$ cat src/rtl/key_debounce_pkg.sv
// Shared definitions for the KEY[1:0] debouncer.
//   db_state_e  : per-channel debounce FSM state encoding
//   CNT_MAX_DEF : default stable-sample count (20 ms at 50 MHz)
//   clog2       : elaboration-time ceil(log2(v)), used to size the counter
package key_debounce_pkg;

   typedef enum logic [1:0] {
      RELEASED     = 2'd0,
      WAIT_PRESS   = 2'd1,
      PRESSED      = 2'd2,
      WAIT_RELEASE = 2'd3
   } db_state_e;

   localparam int CNT_MAX_DEF = 1000000;

   function automatic int clog2(input int v);
      int r;
      r = 0;
      while ((1 << r) < v) r++;
      return r;
   endfunction

endpackage

$ cat src/rtl/debounce_chan.sv
// One debounce channel: input synchroniser, debounce FSM and stability counter,
// and registered level / press / release outputs.
//   clk, rst_n : clock, asynchronous active-low reset
//   key_raw    : raw asynchronous key bit
//   level      : debounced level, 1 = pressed
//   press      : one-cycle pulse on an accepted press
//   rls        : one-cycle pulse on an accepted release
//                ("release" is a reserved word, hence the short name)
module debounce_chan
   import key_debounce_pkg::*;
#(
   parameter int CNT_MAX     = CNT_MAX_DEF,
   parameter int SYNC_STAGES = 2,
   parameter int ACTIVE_LOW  = 1
) (
   input  logic clk,
   input  logic rst_n,
   input  logic key_raw,
   output logic level,
   output logic press,
   output logic rls
);

   localparam int             CW       = clog2(CNT_MAX);
   localparam logic [CW-1:0]  CNT_LAST = CW'(CNT_MAX - 1);
   // Raw level of a key that is not pressed.
   localparam logic           IDLE     = (ACTIVE_LOW != 0);

   logic [SYNC_STAGES-1:0] sync_pipe;
   logic                   s;
   db_state_e              state, state_nxt;
   logic [CW-1:0]          cnt, cnt_nxt;
   logic                   level_nxt, press_nxt, rls_nxt;

   // Synchroniser resets to the idle raw level so reset never looks like a press.
   always_ff @(posedge clk or negedge rst_n) begin
      if (!rst_n) sync_pipe <= {SYNC_STAGES{IDLE}};
      else        sync_pipe <= {sync_pipe[SYNC_STAGES-2:0], key_raw};
   end

   // Polarity normalised after the last stage: s = 1 means pressed.
   assign s = sync_pipe[SYNC_STAGES-1] ^ IDLE;

   always_comb begin
      state_nxt = state;
      cnt_nxt   = cnt;
      case (state)
         RELEASED: begin
            if (s) begin
               state_nxt = WAIT_PRESS;
               cnt_nxt   = '0;
            end
         end
         WAIT_PRESS: begin
            if (!s) begin
               state_nxt = RELEASED;
               cnt_nxt   = '0;
            end else if (cnt == CNT_LAST) begin
               state_nxt = PRESSED;
               cnt_nxt   = '0;
            end else begin
               cnt_nxt = cnt + 1'b1;
            end
         end
         PRESSED: begin
            if (!s) begin
               state_nxt = WAIT_RELEASE;
               cnt_nxt   = '0;
            end
         end
         WAIT_RELEASE: begin
            if (s) begin
               state_nxt = PRESSED;
               cnt_nxt   = '0;
            end else if (cnt == CNT_LAST) begin
               state_nxt = RELEASED;
               cnt_nxt   = '0;
            end else begin
               cnt_nxt = cnt + 1'b1;
            end
         end
         default: begin
            state_nxt = RELEASED;
            cnt_nxt   = '0;
         end
      endcase
   end

   // Outputs are decoded from the next state and registered alongside it, so
   // level and pulse change on the same edge as the state.
   assign level_nxt = (state_nxt == PRESSED) || (state_nxt == WAIT_RELEASE);
   assign press_nxt = (state == WAIT_PRESS)   && (state_nxt == PRESSED);
   assign rls_nxt   = (state == WAIT_RELEASE) && (state_nxt == RELEASED);

   always_ff @(posedge clk or negedge rst_n) begin
      if (!rst_n) begin
         state <= RELEASED;
         cnt   <= '0;
         level <= 1'b0;
         press <= 1'b0;
         rls   <= 1'b0;
      end else begin
         state <= state_nxt;
         cnt   <= cnt_nxt;
         level <= level_nxt;
         press <= press_nxt;
         rls   <= rls_nxt;
      end
   end

endmodule

$ cat src/rtl/key_debounce2.sv
// Two-channel debouncer for the DE2 push-buttons, feeding and_gate's a/b.
//   clk, rst_n : 50 MHz board clock, asynchronous active-low reset
//   key_in[1:0]: raw keys; bit0 -> channel a, bit1 -> channel b
//   a, b       : debounced levels, 1 = pressed
//   press[1:0] : per-channel one-cycle pulse on accepted press
//   rls[1:0]   : per-channel one-cycle pulse on accepted release
//                ("release" is a reserved word, hence the short name)
module key_debounce2
   import key_debounce_pkg::*;
#(
   parameter int CNT_MAX        = CNT_MAX_DEF,
   parameter int SYNC_STAGES    = 2,
   parameter int KEY_ACTIVE_LOW = 1
) (
   input  logic       clk,
   input  logic       rst_n,
   input  logic [1:0] key_in,
   output logic       a,
   output logic       b,
   output logic [1:0] press,
   output logic [1:0] rls
);

   localparam int NUM_LANES = 2;

   logic [NUM_LANES-1:0] level;

   // Channels are fully independent; they share only clk and rst_n.
   for (genvar gi = 0; gi < NUM_LANES; gi++) begin : g_chan
      debounce_chan #(
         .CNT_MAX     (CNT_MAX),
         .SYNC_STAGES (SYNC_STAGES),
         .ACTIVE_LOW  (KEY_ACTIVE_LOW)
      ) u_chan (
         .clk     (clk),
         .rst_n   (rst_n),
         .key_raw (key_in[gi]),
         .level   (level[gi]),
         .press   (press[gi]),
         .rls     (rls[gi])
      );
   end

   assign a = level[0];
   assign b = level[1];

endmodule

$ cat config.mk
export PLATFORM = sky130hd
export DESIGN_NAME = key_debounce2
export DESIGN_NICKNAME = d
export VERILOG_FILES = /design/src/rtl/key_debounce_pkg.sv /design/src/rtl/debounce_chan.sv /design/src/rtl/key_debounce2.sv
export SDC_FILE = /design/constraint.sdc
export NUM_CORES = 1
export LEC_CHECK = 0
export BUFFER_PORTS_ARGS = -buffer_cell sky130_fd_sc_hd__clkbuf_2
export CAP_MARGIN = 20
export CORE_MARGIN = 1.5
export CORE_UTILIZATION = 55
export DETAILED_ROUTE_END_ITERATION = 7
export GPL_ROUTABILITY_DRIVEN = 0
export HOLD_SLACK_MARGIN = 0.12
export PLACE_DENSITY = 0.73
export SETUP_SLACK_MARGIN = 0.02
export SKIP_LAST_GASP = 1
export SYNTH_ARGS = -nofsm -noshare
export SYNTH_HDL_FRONTEND = slang
export SYNTH_SLANG_ARGS = --single-unit
$ cat constraint.sdc
create_clock -name clk -period 1.83 [get_ports clk]
set_input_delay 0.366 -clock clk [delete_from_list [all_inputs] [get_ports clk]]
set_output_delay 0.366 -clock clk [all_outputs]
set_load 0.05 [all_outputs]
### After elaboration in Yosys (flattened, before gate mapping)

Cells that the tools add are included.

| word-level totals | value |
|---|---|
| logic and storage cells | 68 |
| output and inout bits | 6 |
| input port bits | 4 |
| bits in registers | 54 |

| cells by class | value |
|---|---|
| muxes and demuxes | 26 |
| reductions and logical operators | 12 |
| equal/unequal tests | 16 |
| $add $sub $neg | 2 |

Operators by type and width:

| operator | count |
|---|---|
| $mux W20 | 10 |
| $pmux W20 S4 | 2 |
| $add A20 B1 Y20 const B | 2 |
| $eq A20 B20 Y1 const B | 2 |
| $mux W2 | 12 |
| $eq A2 B2 Y1 const B | 8 |
| $pmux W2 S4 | 2 |
| $logic_not A2 Y1 | 4 |
| $eq A2 B1 Y1 const B | 2 |
| $logic_and A1 B1 Y1 | 4 |
| $ne A2 B1 Y1 const B | 2 |
| $ne A2 B2 Y1 const B | 2 |
| $reduce_and A2 Y1 | 2 |
| $logic_or A1 B1 Y1 | 2 |

### Logic depth before layout (Yosys ltp)

| logic depth | value |
|---|---|
| word-level depth | 6 |
| mapped depth | 7 |
| depth with buffers taken out | 6 |

### Cells and area by module

A second synthesis with hierarchy kept.

| second synthesis, totals | value |
|---|---|
| cell total of the unflattened synthesis | 280 |
| area total of the unflattened synthesis | 2752.6 um^2 |

By module, submodules not included:

| module | seq. area each (um^2) | area an instance (um^2) | cells an instance | times used |
|---|---|---|---|---|
| debounce_chan | 678.2 | 1376.3 | 140 | 2 |

### Least setup slack after synthesis

No wires, ideal clock.

| timing path | value |
|---|---|
| path type | register -> register |
| start point | register g_chan[1].u_chan.cnt[0] |
| end point | register g_chan[1].u_chan.cnt[13] |
| buffers on the path | 0 |
| clock period less this slack | 1.786 ns |
| required time | 1.751 ns |
| arrival | 1.706 ns |
| setup slack | 0.044 ns |
| library setup time | 0.079 ns |
| stages on the path, launching flop included | 7 |
| cells stage by stage | dfrtp_1 > ha_1 > nand3_1 > nor2_1 > and3_1 > or4_1 > mux2i_1 |

| between the ends | value |
|---|---|
| longest elaborated chain between the ends | 4 |
| elaborated cells on any way between the ends | 6 |
| those cells by class | 1 x add/sub; 1 x eq/ne; 4 x mux |

Ends and longest elaborated chain:

| what | line | text |
|---|---|---|
| start, declared | debounce_chan.sv:32 | `logic [CW-1:0] cnt, cnt_nxt;` |
| start signal, assigned | debounce_chan.sv:104 | `cnt <= cnt_nxt;` |
| $add A20 B1 Y20 / $eq A20 B20 Y1 (equally long branches) | n/a |  |
| $mux W20 * | debounce_chan.sv:58, debounce_chan.sv:75 |  |
| $mux W20, on equally long branches | debounce_chan.sv:72, debounce_chan.sv:55 |  |
| $pmux W20 S4 * | debounce_chan.sv:47 | `case (state)` |

Mark *: on every way between the ends. The rest lies on a longest branch, timed or not.
A chain may end at the register's enable or synchronous reset.

### Worst setup path after layout

| timing path | value |
|---|---|
| start point | register g_chan[1].u_chan.cnt[15] |
| end point | register g_chan[1].u_chan.cnt[9] |

| between the ends | value |
|---|---|
| longest elaborated chain between the ends | 4 |
| elaborated cells on any way between the ends | 5 |
| those cells by class | 1 x eq/ne; 4 x mux |

Ends and longest elaborated chain:

| what | line |
|---|---|
| $eq A20 B20 Y1 * | debounce_chan.sv:58, debounce_chan.sv:75 |
| $mux W20 * | debounce_chan.sv:58, debounce_chan.sv:75 |
| $mux W20, on equally long branches | debounce_chan.sv:72, debounce_chan.sv:55 |
| $pmux W20 S4 * | debounce_chan.sv:47 |

Marked as above.

==> out/results.env <==
OUTCOME='complete, no violations'
UPPERMOST_ROUTED_LAYER='met4'
WORSTSKEWPAIRLATENCY_PS=310
TIME_THE_WORST_PATH_NEEDS_WITH_I_O_DELAYS_AND_SETUP_PS=1770
WORST_R2R_PATH_DEPTH=6
CTS_MADE_BUFFERS=5
DIE_X_UM=74.0
TIMING.FINAL.SETUP_VIOLATIONS=0
FINALHOLDVIOLCOUNT=0
GRT_MAX_DEGREE=41
WL_MET1_UM=2590
ANTENNA_VIOLATIONS_BEFORE_REPAIR=0
SYNTH_CELLS=282
HOLD_PATH_CLASS='in2reg'
CRITICAL_PATH_PEAK_FANOUT=9
LAYOUT.CELLS.MOST_COMMON='sky130_fd_sc_hd__dfrtp_1'
DRT_PRE_ANTENNA_ITERS=4
GRT_REMAINING_OVERFLOW=0
MOSTFREQUENTLAYOUTCELLS='sky130_fd_sc_hd__dfrtp_1, sky130_fd_sc_hd__nand2_1, sky130_fd_sc_hd__a31oi_1, sky130_fd_sc_hd__buf_4'
WORST_CASE_SETUP_SLACK_AFTER_PLACEMENT_PS=36.9
WORST_SETUP_PATH_END_KIND='flip-flop'
FLOORPLAN.INITIALDENSITY_PCT=58.0
WORSTMARGINPINSLEW_PS=553
PLACE.DETAILED.HPWL_UM=3850
FIN_WORST_SKEW_PS=12.2
MAX_CAP_VIOL_COUNT=0
SEQ_AREA_FRAC_SYNTH_PCT=48.9
NUMBER_OF_GLOBAL_ROUTE_VIAS_BEFORE_REPAIR=2111
ANTENNA_VIOLATING_NETS_POST_ROUTE=0
DESIGN_AREA_UM2=3270
SYNTH_EDF_COUNT=0
DETAIL_ROUTE.DRC_VIOLATIONS=0
CP_DATA_REQUIRED_TIME_PS=2040
SYN-NUM-NETS=288
N_FILL_CELL=365
ROUTE.FINAL.WIRE_LENGTH_UM=5630
FINAL_UTIL_PCT=68.4
CLOCK_TREE_BUFFER_DEPTH=2
NUMPORTBUFFERS=9
TNS_PS=0
CP-START-KIND='flip-flop'
ASYNCSETRESETFLOPFRACSYNTH_PCT=100
TRITONCTS_SINK_COUNT=54
SYN2LAYOUT_AREA_GROWTH_PCT=18.0
GRT_UTIL_ALL_LAYERS_PCT=22.9
CTS_MAX_LEVEL=2
SYNTH-WARNING-COUNT=0
GLOBAL_ROUTE_WIRE_LENGTH_BEFORE_REPAIR_UM=9580
SETUP_REPAIR_AFTER_GLOBAL_ROUTING_MISSED_ITS_MARGIN='yes'
PLACE_AREA_UM2=3050
ROUTED_WL_MET2_UM=2790
MAX_CLOCK_FREQ_GHz=0.567
VIAS_PER_CELL=5.93
CTS_TREE='yes'
WORST_EP_ARRIVAL_TIME_PS=1970
FINAL_MIN_PERIOD_OVER_CLOCK_PERIOD_PCT=96.5
FRACTION_OF_FINAL_LAYOUT_CELLS_SIZED_BEYOND_DRIVE_STRENGTH_1_PCT=22.0
SYNTH_AREA_PER_CELL_UM2=9.84
DIODES=0
SYNTH.CELL_AREA_UM2=2770
FINAL-MAX-SLEW-VIOLATION-COUNT=0
ROUTEDWLPERCELL_UM=14.8
TOP_REG_CELL_SYNTH='sky130_fd_sc_hd__dfrtp_1'
YS_SEQ_ELEMENTS=54
FIN_WS_PS=65.0
P_LEAK_nW=1.47
DIE_Y_UM=74.0
POWERDENSITY_nW_PER_UM2=721
CELL_VARIETY_AFTER_SYNTH=43
NETS=318
IOS=10
CORE-AREA_UM2=4790
WIRE_LENGTH_ON_MET3_UM=193
POWER.IR.VDD_WORST_mV=0.362
POST-LAYOUT-TOTAL-POWER_mW=2.36
WORSTSETUPPATHTYPE='reg2reg'
CLKTRANSATPATHREGS_PS=100
NUM_ROWS=25
CTS_ROOT_BUFFER_TYPE='sky130_fd_sc_hd__clkbuf_8'
DIE_AREA_UM2=5480
DR_TOTAL_VIAS=2253
DETAIL_ROUTE.ITER0.VIOLATIONS=181
HOLD_CRIT_DEPTH=1
MAX-SLEW-MARGIN-REL_PCT=63.1
==> per-stage QoR <==
stage	instances	hold slack (ps)
3_5_place_dp	370	302
3_3_place_gp	370	298
2_1_floorplan	282	70.4
6_report	380	135
5_1_grt	380	126
4_1_cts	379	123
==> final cells by class <==
class / count / area (um^2) / area share, %
sequential: 54 / 1360 / 41.4
inverter: 4 / 15.0 / 0.459
tap: 67 / 83.8 / 2.56
timing repair buffer: 39 / 312 / 9.52
clock inverter: 2 / 60.1 / 1.83
clock buffer: 6 / 82.6 / 2.52
multi-input combinational: 208 / 1360 / 41.7
==> what timing repair did <==
item,4_1_cts,5_1_grt
cloned,0,0
endpoints found under the hold margin,14,1
setup endpoints to repair,1,26
hold buffers,1,1
buffers inserted,0,0
pin swaps,0,2
resized for setup,1,13
==> state kept, by name, indices dropped and copies added (netlist names) <==
register / flops
g_chan.u_chan.sync_pipe: 4
g_chan.u_chan.press: 2
g_chan.u_chan.state: 4
g_chan.u_chan.rls: 2
g_chan.u_chan.level: 2
g_chan.u_chan.cnt: 40
==> worst paths after layout <==
check / start / to / slack, ps
min: key_in[0] / g_chan[0].u_chan.sync_pipe[0]$_DFF_PN1_ / 140
max in group asynchronous: rst_n / g_chan[1].u_chan.sync_pipe[1]$_DFF_PN1_ / 740
max reg2reg: g_chan[1].u_chan.cnt[15]$_DFFE_PN0P_ / g_chan[1].u_chan.cnt[9]$_DFFE_PN0P_ / 60
max: g_chan[1].u_chan.cnt[15]$_DFFE_PN0P_ / g_chan[1].u_chan.cnt[9]$_DFFE_PN0P_ / 60
min in group asynchronous: rst_n / g_chan[1].u_chan.cnt[7]$_DFFE_PN0P_ / 510
min reg2reg: g_chan[0].u_chan.sync_pipe[0]$_DFF_PN1_ / g_chan[0].u_chan.sync_pipe[1]$_DFF_PN1_ / 360
==> power by group <==
part	total, mW	switching (mW)	internal [mW]
combinational	0.154	0.0927	0.0614
sequential	1.24	0.0212	1.22
clock	0.969	0.385	0.583
total	2.36	0.499	1.86
==> cell families (layout without fill, tap and decap cells) <==
family,Yosys count,after routing,share of synthesized area (%)
xor+xnor,7,7,2.21
fa+ha+maj,2,2,0.902
compound gates,73,73,17.5
flops,54,54,48.9
buf+inv,20,51,3.83
mux,9,9,3.34
simple gates,117,117,23.3
==> routing by layer <==
metal / vias up / track usage (%)
met3: 6 / 4.61
met5: - / 0
met1: 1074 / 29.0
li1: 1109 / -
met2: 64 / 38.9
met4: 0 / 8.23
==> worst max-delay path, stage by stage (launching register included) <==
cell	delay (ps)
sky130_fd_sc_hd__dfrtp_1	390
sky130_fd_sc_hd__nand4bb_1	200
sky130_fd_sc_hd__nor3_1	360
sky130_fd_sc_hd__a31oi_4	150
sky130_fd_sc_hd__buf_4	190
sky130_fd_sc_hd__a21o_1	150
sky130_fd_sc_hd__a22o_1	210
==> cells in the mapped netlist, drive strengths merged (5+ instances only) <==
| library cell | n | share of area, % |
|---|---|---|
| o21ai | 13 | 2.3 |
| a31oi | 26 | 6.6 |
| buf | 12 | 2.7 |
| mux2i | 7 | 2.5 |
| nand3 | 16 | 3.3 |
| and3 | 7 | 1.6 |
| a41oi | 5 | 1.6 |
| nand2 | 37 | 5.4 |
| nor2 | 17 | 2.3 |
| nand4 | 13 | 2.9 |
| nor3 | 9 | 2.4 |
| a21oi | 15 | 2.7 |
| dfrtp | 50 | 45 |
| a22o | 10 | 3.2 |
Note: power is estimated with default switching activity, not from simulation.
